### config.mk
export PLATFORM = sky130hd
export DESIGN_NAME = asu_ddr5_command_encoder
export DESIGN_NICKNAME = d
export VERILOG_FILES = /design/src/rtl/asu_ddr5_command_encoder_pkg.sv /design/src/rtl/asu_ddr5_command_encoder_cs_decode.sv /design/src/rtl/asu_ddr5_command_encoder.sv
export SDC_FILE = /design/constraint.sdc
export NUM_CORES = 1
export LEC_CHECK = 0
export CAP_MARGIN = 20
export CORE_MARGIN = 8
export CORE_UTILIZATION = 41
export DETAILED_ROUTE_END_ITERATION = 10
export PLACE_DENSITY = 0.84
export SYNTH_ARGS = -nofsm -noshare
export SYNTH_HDL_FRONTEND = slang
export SYNTH_SLANG_ARGS = --single-unit
export TNS_END_PERCENT = 1
### constraint.sdc
create_clock -name clk_i -period 1.9 [get_ports clk_i]
set_input_delay 0.475 -clock clk_i [delete_from_list [all_inputs] [get_ports clk_i]]
set_output_delay 0.475 -clock clk_i [all_outputs]
set_load 0.1 [all_outputs]
### src/rtl/asu_ddr5_command_encoder_pkg.sv
`default_nettype none
// ============================================================================
// Module      : asu_ddr5_pkg
// Description : Shared opcodes, deselect value, request/state enums and
//               command-word helpers for the DDR5 command encoder.
// Revision    : 1.0 - initial release
// ============================================================================
package asu_ddr5_pkg;

  localparam logic [4:0]  CMD_MRW_OP = 5'b00101;
  localparam logic [4:0]  CMD_WR_OP  = 5'b01101;
  localparam logic [13:0] DES_ADDR   = 14'h0000;

  typedef enum logic {
    REQ_MRW   = 1'b0,
    REQ_WRITE = 1'b1
  } req_type_e;

  typedef enum logic [1:0] {
    IDLE = 2'd0,
    C1   = 2'd1,
    C2   = 2'd2,
    GAP  = 2'd3
  } enc_state_e;

  // MRW first cycle: MR address above the opcode, bit 13 reserved low.
  function automatic logic [13:0] mrw_cycle1(input logic [7:0] mr);
    return {1'b0, mr, CMD_MRW_OP};
  endfunction

  // MRW second cycle: operand in the low byte, bit 10 low = not cancelled.
  function automatic logic [13:0] mrw_cycle2(input logic [7:0] op);
    return {3'b000, 1'b0, 2'b00, op};
  endfunction

endpackage
`default_nettype wire

### src/rtl/asu_ddr5_command_encoder_cs_decode.sv
`default_nettype none
// ============================================================================
// Module      : asu_ddr5_cs_decode
// Description : Combinational rank decoder. Produces an active-low one-hot
//               chip select for a valid in-range rank index and flags indices
//               beyond the populated rank count (all selects stay high).
// Revision    : 1.0 - initial release
// ============================================================================
module asu_ddr5_cs_decode
  import asu_ddr5_pkg::*;
#(
  parameter int pNUM_RANK = 1,
  parameter int RANK_W    = 1
) (
  input  logic [RANK_W-1:0]    rank_i,
  input  logic                 valid_i,
  output logic [pNUM_RANK-1:0] cs_n_o,
  output logic                 oor_o
);

  // One select line per populated rank; out-of-range indices match none.
  for (genvar i = 0; i < pNUM_RANK; i++) begin : g_cs
    assign cs_n_o[i] = ~(valid_i & (int'(rank_i) == i));
  end

  assign oor_o = valid_i & (int'(rank_i) >= pNUM_RANK);

endmodule
`default_nettype wire

### src/rtl/asu_ddr5_command_encoder.sv
`default_nettype none
// ============================================================================
// Module      : asu_ddr5_command_encoder
// Description : DDR5 initiator command encoder. Accepts one MRW/WRITE request
//               per valid/ready handshake and serialises it into a two-cycle
//               DFI command (CS-low opcode cycle, CS-high payload cycle),
//               followed by a programmable number of deselect cycles.
//               Build macro WRITE_CMD_EN enables WRITE command support; when
//               undefined every request is encoded as MRW.
// Revision    : 1.0 - initial release
// ============================================================================
module asu_ddr5_command_encoder
  import asu_ddr5_pkg::*;
#(
  parameter  int pNUM_RANK = 1,
  parameter  int pGAP      = 2,
  localparam int RANK_W    = (pNUM_RANK > 1) ? $clog2(pNUM_RANK) : 1
) (
  input  logic                 clk_i,
  input  logic                 rst_i,
  input  logic                 enable_i,
  input  logic                 req_valid_i,
  output logic                 req_ready_o,
  input  logic                 req_type_i,
  input  logic [RANK_W-1:0]    req_rank_i,
  input  logic [7:0]           req_mr_i,
  input  logic [7:0]           req_op_i,
`ifdef WRITE_CMD_EN
  input  logic [8:0]           req_wr_addr_i,
  input  logic [7:0]           req_col_i,
  input  logic                 req_bl_default_i,
`endif
  output logic [13:0]          dfi_address_o,
  output logic [pNUM_RANK-1:0] dfi_cs_o,
  output logic                 cmd_done_o,
  output logic                 rank_err_o
);

  // Gap counter reload; a zero gap never enters GAP so the value is unused.
  localparam logic [3:0] GAP_LOAD = (pGAP > 0) ? 4'(pGAP - 1) : 4'd0;

  enc_state_e           state_q, state_d;
  logic [3:0]           gap_cnt_q, gap_cnt_d;
  logic [13:0]          addr_q, addr_d;
  logic [13:0]          payload_q, payload_d;
  logic [pNUM_RANK-1:0] cs_q, cs_d;
  logic                 done_q, done_d;
  logic                 err_q, err_d;

  logic                 accept;
  logic [13:0]          cycle1_word;
  logic [13:0]          cycle2_word;
  logic [pNUM_RANK-1:0] cs_sel;
  logic                 rank_oor;

  assign req_ready_o = (state_q == IDLE) & enable_i;
  assign accept      = req_valid_i & req_ready_o;

  asu_ddr5_cs_decode #(
    .pNUM_RANK (pNUM_RANK),
    .RANK_W    (RANK_W)
  ) u_cs_decode (
    .rank_i  (req_rank_i),
    .valid_i (accept),
    .cs_n_o  (cs_sel),
    .oor_o   (rank_oor)
  );

`ifdef WRITE_CMD_EN
  // Build both command words from the live request; captured only on accept.
  always_comb begin
    cycle1_word = mrw_cycle1(req_mr_i);
    cycle2_word = mrw_cycle2(req_op_i);
    if (req_type_e'(req_type_i) == REQ_WRITE) begin
      cycle1_word = {req_wr_addr_i, CMD_WR_OP};
      cycle2_word = {req_col_i, req_bl_default_i, 5'b00000};
    end
  end
`else
  logic unused_req_type;
  assign unused_req_type = req_type_i;

  // MRW-only build: the request type is ignored.
  always_comb begin
    cycle1_word = mrw_cycle1(req_mr_i);
    cycle2_word = mrw_cycle2(req_op_i);
  end
`endif

  // Next-state and next-output computation for the command sequencer.
  always_comb begin
    state_d   = state_q;
    gap_cnt_d = gap_cnt_q;
    addr_d    = DES_ADDR;
    payload_d = payload_q;
    cs_d      = '1;
    done_d    = 1'b0;
    err_d     = 1'b0;
    case (state_q)
      IDLE: begin
        if (accept) begin
          state_d   = C1;
          addr_d    = cycle1_word;
          payload_d = cycle2_word;
          cs_d      = cs_sel;
          err_d     = rank_oor;
        end
      end
      C1: begin
        state_d = C2;
        addr_d  = payload_q;
        done_d  = 1'b1;
      end
      C2: begin
        if (pGAP > 0) begin
          state_d   = GAP;
          gap_cnt_d = GAP_LOAD;
        end else begin
          state_d = IDLE;
        end
      end
      GAP: begin
        if (gap_cnt_q == 4'd0) begin
          state_d = IDLE;
        end else begin
          gap_cnt_d = gap_cnt_q - 4'd1;
        end
      end
      default: state_d = IDLE;
    endcase
  end

  // Sequencer state and registered outputs; enable low freezes everything.
  always_ff @(posedge clk_i or negedge rst_i) begin
    if (!rst_i) begin
      state_q   <= IDLE;
      gap_cnt_q <= 4'd0;
      addr_q    <= DES_ADDR;
      payload_q <= 14'h0000;
      cs_q      <= '1;
      done_q    <= 1'b0;
      err_q     <= 1'b0;
    end else if (enable_i) begin
      state_q   <= state_d;
      gap_cnt_q <= gap_cnt_d;
      addr_q    <= addr_d;
      payload_q <= payload_d;
      cs_q      <= cs_d;
      done_q    <= done_d;
      err_q     <= err_d;
    end
  end

  assign dfi_address_o = addr_q;
  assign dfi_cs_o      = cs_q;
  assign cmd_done_o    = done_q;
  assign rank_err_o    = err_q;

endmodule
`default_nettype wire

After elaboration in Yosys (flattened, before gate mapping)
Index checks and enable logic that the tools add are counted.
- input port bits: 22
- register bits: 31
- word-level logic and storage cells: 39
- output and inout bits: 18
- equal/unequal tests: 6
- order comparisons: 1
- reduce and logical (&&, ||, !) cells: 6
- muxes and demuxes: 12
- add/sub/neg operators: 1
- bitwise operators: 6
- operators by type and width (cell ; number):
    $pmux W13 S2 ; 1
    $mux W13 ; 1
    $reduce_and A3 Y1 ; 3
    $pmux W2 S4 ; 1
    $pmux W4 S2 ; 1
    $mux W1 ; 5
    $and A1 B1 Y1 ; 4
    $eq A2 B2 Y1 const B ; 2
    $logic_not A4 Y1 ; 1
    $mux W2 ; 2
    $mux W4 ; 1
    $ne A2 B2 Y1 const B ; 2
    $sub A4 B1 Y4 const B ; 1
    $eq A2 B1 Y1 const B ; 1
    $logic_not A2 Y1 ; 1
    $ne A2 B1 Y1 const B ; 1
    $not A1 Y1 ; 2
    $reduce_bool A2 Y1 ; 1
    $ge A1 B1 Y1 const B ; 1

Depth between registers and ports, before layout
Gate-level depths: netlist of the first run.
- depth in word-level cells: 7
- mapped depth: 6
- mapped depth without buffers: 5

Cells and area by module
Synthesis of the first run repeated with hierarchy kept, for this count alone.
- cells, all modules: 104
- area, all modules: 1325.0 um^2
- modules (own cells, without submodules) (module ; cells each ; times used ; area an instance (um^2) ; seq. area each (um^2)):
    asu_ddr5_command_encoder ; 102 ; 1 ; 1312.5 ; 752.0
    asu_ddr5_cs_decode ; 2 ; 1 ; 12.5 ; 0.0

Worst setup path after synthesis of the first run
No wires, ideal clock.
- kind: input -> output
- start point: input port enable_i
- end point: output port req_ready_o
- stages on the path: 2
- data required time: 1425 ps
- slack: -73 ps
- path buffers: 1
- data arrival time: 1498 ps
- cells stage by stage: clkbuf_1 and2_1
- cells in the longest elaborated chain, start to end: 1
- RTL lines (item ; line ; text):
    start, declared ; asu_ddr5_command_encoder.sv:21 ; input logic enable_i,
    $and A1 B1 Y1 ; asu_ddr5_command_encoder.sv:56 ; assign req_ready_o = (state_q == IDLE) & enable_i;
    end, declared ; asu_ddr5_command_encoder.sv:23 ; output logic req_ready_o,
No other way between the ends.

Worst setup path after layout of the first run
- start point: register gap_cnt_q[0]
- end point: register state_q[1]
- cells in the longest elaborated chain, start to end: 3
- RTL lines (item ; line ; text):
    start, declared ; asu_ddr5_command_encoder.sv:43 ; logic [3:0] gap_cnt_q, gap_cnt_d;
    start signal, assigned ; asu_ddr5_command_encoder.sv:145 ; gap_cnt_q <= gap_cnt_d;
    $logic_not A4 Y1 ; asu_ddr5_command_encoder.sv:123 ; if (gap_cnt_q == 4'd0) begin
    $ne A2 B2 Y1 (no line) ; -- ;
    $reduce_and A3 Y1 (no line) ; -- ;
    end signal, assigned ; asu_ddr5_command_encoder.sv:144 ; state_q <= state_d;
    end, declared ; asu_ddr5_command_encoder.sv:42 ; enc_state_e state_q, state_d;
No other way between the ends.
A chain may end at the register's enable or synchronous reset.

==> results.ini, run 1 <==
[status]
run_status=finished, final reports clean

[synth]
yosysWarnings=0
async_reset_ff_share_pct=100
syn-cell-area_mm2=0.00134
synthAdderAreaFrac_pct=4.66
yosysUniqueCellTypes=31
synth_fp_nets=134
synth_top_family_by_area=compound AO/OA/AOI/OAI gates
yosysTopAreaCellShare_pct=54.1
yosys.area_share.xor_xnor_pct=0
syn_inst=107
synth_top_cell_by_area=dfrtp_1
synth-seq-cells=30
yosys-top-cells-area=dfrtp_1 (54%), mux2_2 (6.7%), a22o_1 (5.9%)
synth.mux.area_fraction_pct=8.57
synth_edf_count=0
synth_compound_area_share_pct=16.9
synth_seq_area_share_pct=56.0
synth_ff_type=dfrtp_1
avgSynthCellArea_um2=12.5
synth-simple-area-share_pct=8.29

[critical_path]
cpPeakStageDelay_ns=0.43
cp.arrival_ns=2.05
slowest_stage=or3b_4
critPathKind=register to register
crit_path_max_fanout=3
end_kind=register
cp.required_ns=2.10
path_cells=inv_1 > ha_1 > or3b_4 > a221oi_4 > mux2_4
start_kind=register

[detailed_routing]
avgRoutedWirePerCell_um=17.3
drt_iter0_markers=52
route.vias.total=1080
vias_per_cell=5.35
drt-total-wl_mm=3.49
drt-pass1-iter-count=4
antenna_left=0
drc_errors=0

[clock_network]
htreeDepth=2
cts.sinks=30
cts_tree=done
clkSlewWorstSetupHoldPaths_ns=0.10
clk_latency_ns=0.33
numCtsBuffers=5
clk_path_buf_depth=2
clock_tree.root_cell=clkbuf_4

[grt]
grt_max_degree=31
gr-total-overflow=0
grt_usage_pct=13.2
grt_antenna_before_repair=0
grt_pass1_wl_mm=5.47
grt_pass1_vias=1169

[sta]
setup_viol=0
finalWorstSetupSlack_ns=0.0535
fmax_mhz=542
whs_ns=0.495
maxSlewHeadroom_pct=66.2
setup_tns_ns=0
worstMarginPinSlew_ns=0.501
slew_viol_final=0
fin_crit_sh_pct=97.2
clock_skew_ns=0.0141
fin_crit_ns=1.85
hold_viol_final=0

[cells_and_area]
n_antenna_cell=0
multi_input_area_um2=537
syn_to_final_growth_pct=54.8
fillers=227
final_nets=184
finalCoreUtilization_pct=67.5
regArea_um2=752
drive_above_1_share_pct=34.2

[power_and_ir_drop]
power_leakage_nw=0.971
power_w=0.00356
seqPwrFrac_pct=31.0
switching_power_w=0.00165
p_comb_share_pct=59.0
clkPwrFrac_pct=10.0
swShare_pct=46.4
p_int_w=0.00191
ir_worst_vdd_mv=1.55
p_per_area_mw_per_mm2=1710

[floorplanning]
io_pins=40
start_util_pct=43.6
die_x_um=73.2
dieArea_mm2=0.00536
rows=20
fp.dieH_um=73.2
core_mm2=0.00308

[placement]
port_buffers=37
pre_cts_ws_ns=-0.0180
gp_congestion=0.702
hpwl_mm=2.43

[hold_path]
hp-class=register to register

[job]
maxCapViolCount=0

cell usage after synthesis, types with 3 or more instances:
master and instances:
buf_2 3, mux2_2 8, inv_1 8, nand2_1 5, dfrtp_1 29, a22o_1 9, a221o_1 4, ha_1 5
nor2_1 3, a21oi_1 3, and3_1 4
power by group through the flow:
stage / clock [W] / combinational (W) / sequential (W)
after floorplan: 0 / 0.000604 / 0.00173
after global placement: 0 / 0.00189 / 0.00109
after detailed placement: 0 / 0.00195 / 0.00111
after CTS: 0.000362 / 0.00200 / 0.00110
after global routing: 0.000391 / 0.00220 / 0.00114
final: 0.000357 / 0.00210 / 0.00111
cell usage in the layout, fill, tap and decap left out, types with 3 or more instances in the layout:
cell type / count
ha_1: 4
dfrtp_1: 29
buf_4: 12
and3_1: 4
a221o_1: 4
a21oi_1: 3
nor2_1: 3
clkbuf_4: 5
nand2_1: 5
mux2_2: 8
inv_1: 6
a22o_1: 9
buf_12: 18
clkdlybuf4s50_1: 19
final cells by class:
| class | instances | area share (%) |
|---|---|---|
| Tap cell | 44 | 2.65 |
| Multi-Input combinational cell | 62 | 25.8 |
| Timing Repair Buffer | 50 | 31.4 |
| Clock inverter | 2 | 0.482 |
| Sequential cell | 30 | 36.2 |
| Inverter | 8 | 1.44 |
| Clock buffer | 6 | 1.99 |
repair_timing:
action / CTS / global route
buffers inserted: 0 / 6
gates resized for setup: 4 / 3
endpoints found under the setup margin: 2 / 2
pin swaps: 0 / 2
hold buffers: 0 / 0
path summary, 6_finish.rpt:
path | end | depth (start not counted) | slack [ns] | from
worst min register to register | dfi_address_o[1] | 1 | 0.50 | payload_q[1]
worst max-delay path | state_q[1] | 5 | 0.05 | gap_cnt_q[0]
min in group asynchronous | payload_q[1] | 2 | 0.53 | rst_i
worst min-delay path | dfi_address_o[1] | 1 | 0.50 | payload_q[1]
worst max register to register | state_q[1] | 5 | 0.05 | gap_cnt_q[0]
max in group asynchronous | dfi_cs_o | 2 | 1.04 | rst_i
registers in the layout, summed over array words and instances (netlist names):
register       flops
dfi_address_o     13
dfi_cs_o           1
gap_cnt_q          4
rank_err_o         1
payload_q          8
cmd_done_o         1
state_q            2
critical path: cells and delay by family, from the launching register on:
| family | cells | cell delay (ns) |
|---|---|---|
| muxes | 1 | 0.32 |
| adders and majority gates | 1 | 0.19 |
| buffers and inverters | 1 | 0.09 |
| and+or+nand+nor | 1 | 0.43 |
| AOI/OAI and AO/OA | 1 | 0.30 |
| DFF | 1 | 0.40 |
logic make-up (layout without fill, tap and decap cells):
kind of cell / Yosys count / in the layout
flip-flops: 30 / 30
AO/OA/AOI/OAI: 26 / 26
AND/OR/NAND/NOR: 20 / 20
buffers and inverters: 15 / 66
multiplexers: 10 / 10
adder cells (fa/ha/maj): 5 / 5
other: 1 / 1
metal layers:
metal | vias up | part of all wire (%) | GRT usage, %
met5 | - | 0 | 0
met4 | 0 | 2.9 | 5.33
met3 | 12 | 7.3 | 5.22
met2 | 48 | 50 | 22.6
met1 | 537 | 39 | 14.1
li1 | 483 | - | -
metrics by stage:
stage / instance area [um2] / cells
6_report: 2080 / 202
2_1_floorplan: 1340 / 107
3_5_place_dp: 1960 / 188
4_1_cts: 2030 / 196
5_1_grt: 2080 / 202
3_3_place_gp: 1960 / 188
Note: power is estimated with default switching activity, not from simulation.
==> inputs of run 2 (changes only) <==
--- a/config.mk
+++ b/config.mk
@@ -5,11 +5,14 @@
 export SDC_FILE = /design/constraint.sdc
 export NUM_CORES = 1
 export LEC_CHECK = 0
+export ABC_AREA = 1
 export CAP_MARGIN = 20
 export CORE_MARGIN = 8
-export CORE_UTILIZATION = 41
+export CORE_UTILIZATION = 42
 export DETAILED_ROUTE_END_ITERATION = 10
-export PLACE_DENSITY = 0.84
+export HOLD_SLACK_MARGIN = 0.1
+export PLACE_DENSITY = 0.85
+export REMOVE_ABC_BUFFERS = 1
 export SYNTH_ARGS = -nofsm -noshare
 export SYNTH_HDL_FRONTEND = slang
 export SYNTH_SLANG_ARGS = --single-unit
==> results.ini, run 2 <==
[synth]
synth_top_family_by_area=simple AND/OR/NAND/NOR gates  ; was compound AO/OA/AOI/OAI gates
async_reset_ff_share_pct=100  ; unchanged
syn_inst=152  ; was 107
synth-seq-cells=30  ; unchanged
yosysUniqueCellTypes=24  ; was 31
synthAdderAreaFrac_pct=4.55  ; was 4.66%
synth_ff_type=dfrtp_1  ; unchanged
yosysWarnings=0  ; unchanged
yosysTopAreaCellShare_pct=52.8  ; was 54.1%
synth_compound_area_share_pct=9.02  ; was 16.9%
synth-simple-area-share_pct=19.9  ; was 8.29%
yosys.area_share.xor_xnor_pct=0  ; unchanged
avgSynthCellArea_um2=9.04  ; was 12.5 um2
synth_edf_count=0  ; unchanged
yosysMostFrequentCell=nand2_1  ; was dfrtp_1
synth.mux.area_fraction_pct=3.01  ; was 8.57%
synth_seq_area_share_pct=54.7  ; was 56.0%
synth_top_cell_by_area=dfrtp_1  ; unchanged
synth_commonest_cells=nand2_1 (35), dfrtp_1 (29), inv_1 (20)  ; was dfrtp_1 (29), a22o_1 (9), inv_1 (8), mux2_2 (8)
yosys-top-cells-area=dfrtp_1 (53%), nand2_1 (9.6%), inv_1 (5.5%)  ; was dfrtp_1 (54%), mux2_2 (6.7%), a22o_1 (5.9%)
syn-cell-area_mm2=0.00137  ; was 0.00134 mm2

[placement]
hpwl_mm=2.49  ; was 2.43 mm
gp_congestion=0.752  ; was 0.702
place_area_mm2=0.00198  ; was 0.00196 mm2
port_buffers=37  ; unchanged

[grt]
grt_max_degree=31  ; unchanged
grt_pass1_vias=1218  ; was 1,169
grt_pass1_wl_mm=5.49  ; was 5.47 mm
gr-total-overflow=0  ; unchanged
grt_antenna_before_repair=0  ; unchanged
grt_usage_pct=13.5  ; was 13.2%

[job]
maxCapViolCount=0  ; unchanged

[sta]
setup_viol=0  ; unchanged
fmax_mhz=549  ; was 542 MHz
rsz0062_at_grt=false
setup_tns_ns=0  ; unchanged
fin_crit_ns=1.82  ; was 1.85 ns
hold_viol_final=0  ; unchanged
fin_crit_sh_pct=95.8  ; was 97.2%
clock_skew_ns=0.00892  ; was 0.0141 ns
slew_viol_final=0  ; unchanged

[detailed_routing]
drt-pass1-iter-count=4  ; unchanged
drt_iter0_markers=77  ; was 52
vias_per_cell=4.84  ; was 5.35
drc_errors=0  ; unchanged
avgRoutedWirePerCell_um=13.1  ; was 17.3 um
drt-total-wl_mm=3.21  ; was 3.49 mm
antenna_left=0  ; unchanged
route.vias.total=1187  ; was 1,080

[clock_network]
clk_path_buf_depth=2  ; unchanged
clk_latency_ns=0.33  ; about the same
htreeDepth=2  ; unchanged
numCtsBuffers=5  ; unchanged
cts.sinks=30  ; unchanged
clock_tree.root_cell=clkbuf_4  ; unchanged
cts_tree=done  ; unchanged
clkSlewWorstSetupHoldPaths_ns=0.10  ; about the same

[critical_path]
cp.arrival_ns=1.35  ; was 2.05 ns
r2r_end=gap_cnt_q[0]  ; was state_q[1]
r2r_start=state_q[1]  ; was gap_cnt_q[0]
start_kind=register  ; unchanged
rrSetupSlack_ns=0.43  ; was 0.05 ns
crit_path_max_fanout=4  ; was 3
r2r_cells=7  ; was 5
cp.required_ns=1.42  ; was 2.10 ns
critPathKind=register to output port  ; was register to register
end_kind=output port  ; was register

[cells_and_area]
multi_input_area_um2=518  ; was 537 um2
n_antenna_cell=0  ; unchanged
finalCoreUtilization_pct=69.1  ; was 67.5%
final_area_mm2=0.00213  ; was 0.00208 mm2
fillers=223  ; was 227
syn_to_final_growth_pct=54.8  ; about the same
mostFrequentLayoutCells=nand2_1 (35), dfrtp_1 (29), inv_1 (20), clkdlybuf4s50_1 (20), buf_12 (17)  ; was dfrtp_1 (29), clkdlybuf4s50_1 (19), buf_12 (18), buf_4 (12), a22o_1 (9)
final_common_cell=nand2_1  ; was dfrtp_1
largest_reg_flops=13  ; unchanged
final_nets=227  ; was 184
regArea_um2=752  ; unchanged
drive_above_1_share_pct=21.9  ; was 34.2%

[floorplanning]
core_mm2=0.00308  ; unchanged
die_x_um=73.2  ; about the same
rows=20  ; unchanged
fp.dieH_um=73.2  ; about the same
dieArea_mm2=0.00536  ; about the same
io_pins=40  ; unchanged
start_util_pct=44.6  ; was 43.6%

[power_and_ir_drop]
p_comb_share_pct=55.1  ; was 59.0%
ir_worst_vdd_mv=1.01  ; was 1.55 mV
clkPwrFrac_pct=17.1  ; was 10.0%
switching_power_w=0.00176  ; was 0.00165 W
p_per_area_mw_per_mm2=1830  ; was 1710 mW/mm2
power_w=0.00390  ; was 0.00356 W
swShare_pct=45.1  ; was 46.4%
p_int_w=0.00214  ; was 0.00191 W
seqPwrFrac_pct=27.8  ; was 31.0%
power_leakage_nw=1.05  ; was 0.971 nW

[hold_path]
hp-class=input port to async pin  ; was register to register

[status]
run_status=finished, final reports clean  ; unchanged

-- run 2: power by group through the flow --
stage / logic (W) / clock network [W] / registers, W
6_report: 0.00215 / 0.000666 / 0.00109
5_1_grt: 0.00229 / 0.000711 / 0.00111
4_1_cts: 0.00209 / 0.000677 / 0.00109
3_5_place_dp: 0.00207 / 0 / 0.00110
3_3_place_gp: 0.00203 / 0 / 0.00108
2_1_floorplan: 0.000570 / 0 / 0.00180
-- run 2: final cells by class --
class	instances	share of cell area (%)
sequential	30	35.4
timing repair buffer	46	28.6
multi-input combinational	95	24.4
inverter	22	3.88
clock inverter	2	2.82
tap	44	2.59
clock buffer	6	2.41
-- run 2: critical path, cell delays in order, from the launching register on --
cell,delay [ns]
dfrtp_1,0.41
inv_1,0.13
ha_4,0.16
nand2_1,0.06
inv_2,0.08
buf_12,0.17
-- run 2: cell families (layout without fill, tap and decap cells) --
| kind of cell | after synthesis | after routing |
|---|---|---|
| AOI/OAI and AO/OA | 23 | 23 |
| adders and majority gates | 5 | 5 |
| buffers and inverters | 27 | 76 |
| DFF | 30 | 30 |
| muxes | 3 | 3 |
| other | 1 | 1 |
| and+or+nand+nor | 63 | 63 |
-- run 2: metal layers --
metal,global-route usage (%),part of all wire (%)
met1,14.4,40
met2,22.7,52
met3,3.30,4.5
met4,9.33,3.2
met5,0,0
-- run 2: worst max path at each step --
stage                     from           to  cells after the start
floorplan           state_q[0]  req_ready_o                      4
global placement      enable_i  req_ready_o                      4
detailed placement    enable_i  req_ready_o                      4
CTS                 state_q[0]  req_ready_o                      5
global route        state_q[1]  req_ready_o                      5
finish              state_q[1]  req_ready_o                      5
-- run 2: stage by stage --
stage | hold slack, ns | std cells | worst slack (ns)
final | 0.519 | 245 | 0.0793
after global routing | 0.546 | 245 | 0.00427
after CTS | 0.520 | 242 | 0.00737
after detailed placement | 0.495 | 234 | 0.0787
after global placement | 0.492 | 234 | 0.0906
after floorplan | 0.179 | 147 | 0.319
-- run 2: timing repair --
item,CTS,global route
buffers inserted,0,3
setup endpoints to repair,1,1
endpoints found under the hold margin,0,0
hold buffers,0,0
gates resized for setup,1,1
==> inputs of run 3 (changes only) <==
--- a/config.mk
+++ b/config.mk
@@ -6,7 +6,6 @@
 export NUM_CORES = 1
 export LEC_CHECK = 0
 export ABC_AREA = 1
-export CAP_MARGIN = 20
 export CORE_MARGIN = 8
 export CORE_UTILIZATION = 42
 export DETAILED_ROUTE_END_ITERATION = 10
==> results of run 3 <==
No change in the layout: final DEF, timing and power equal those of run 2.
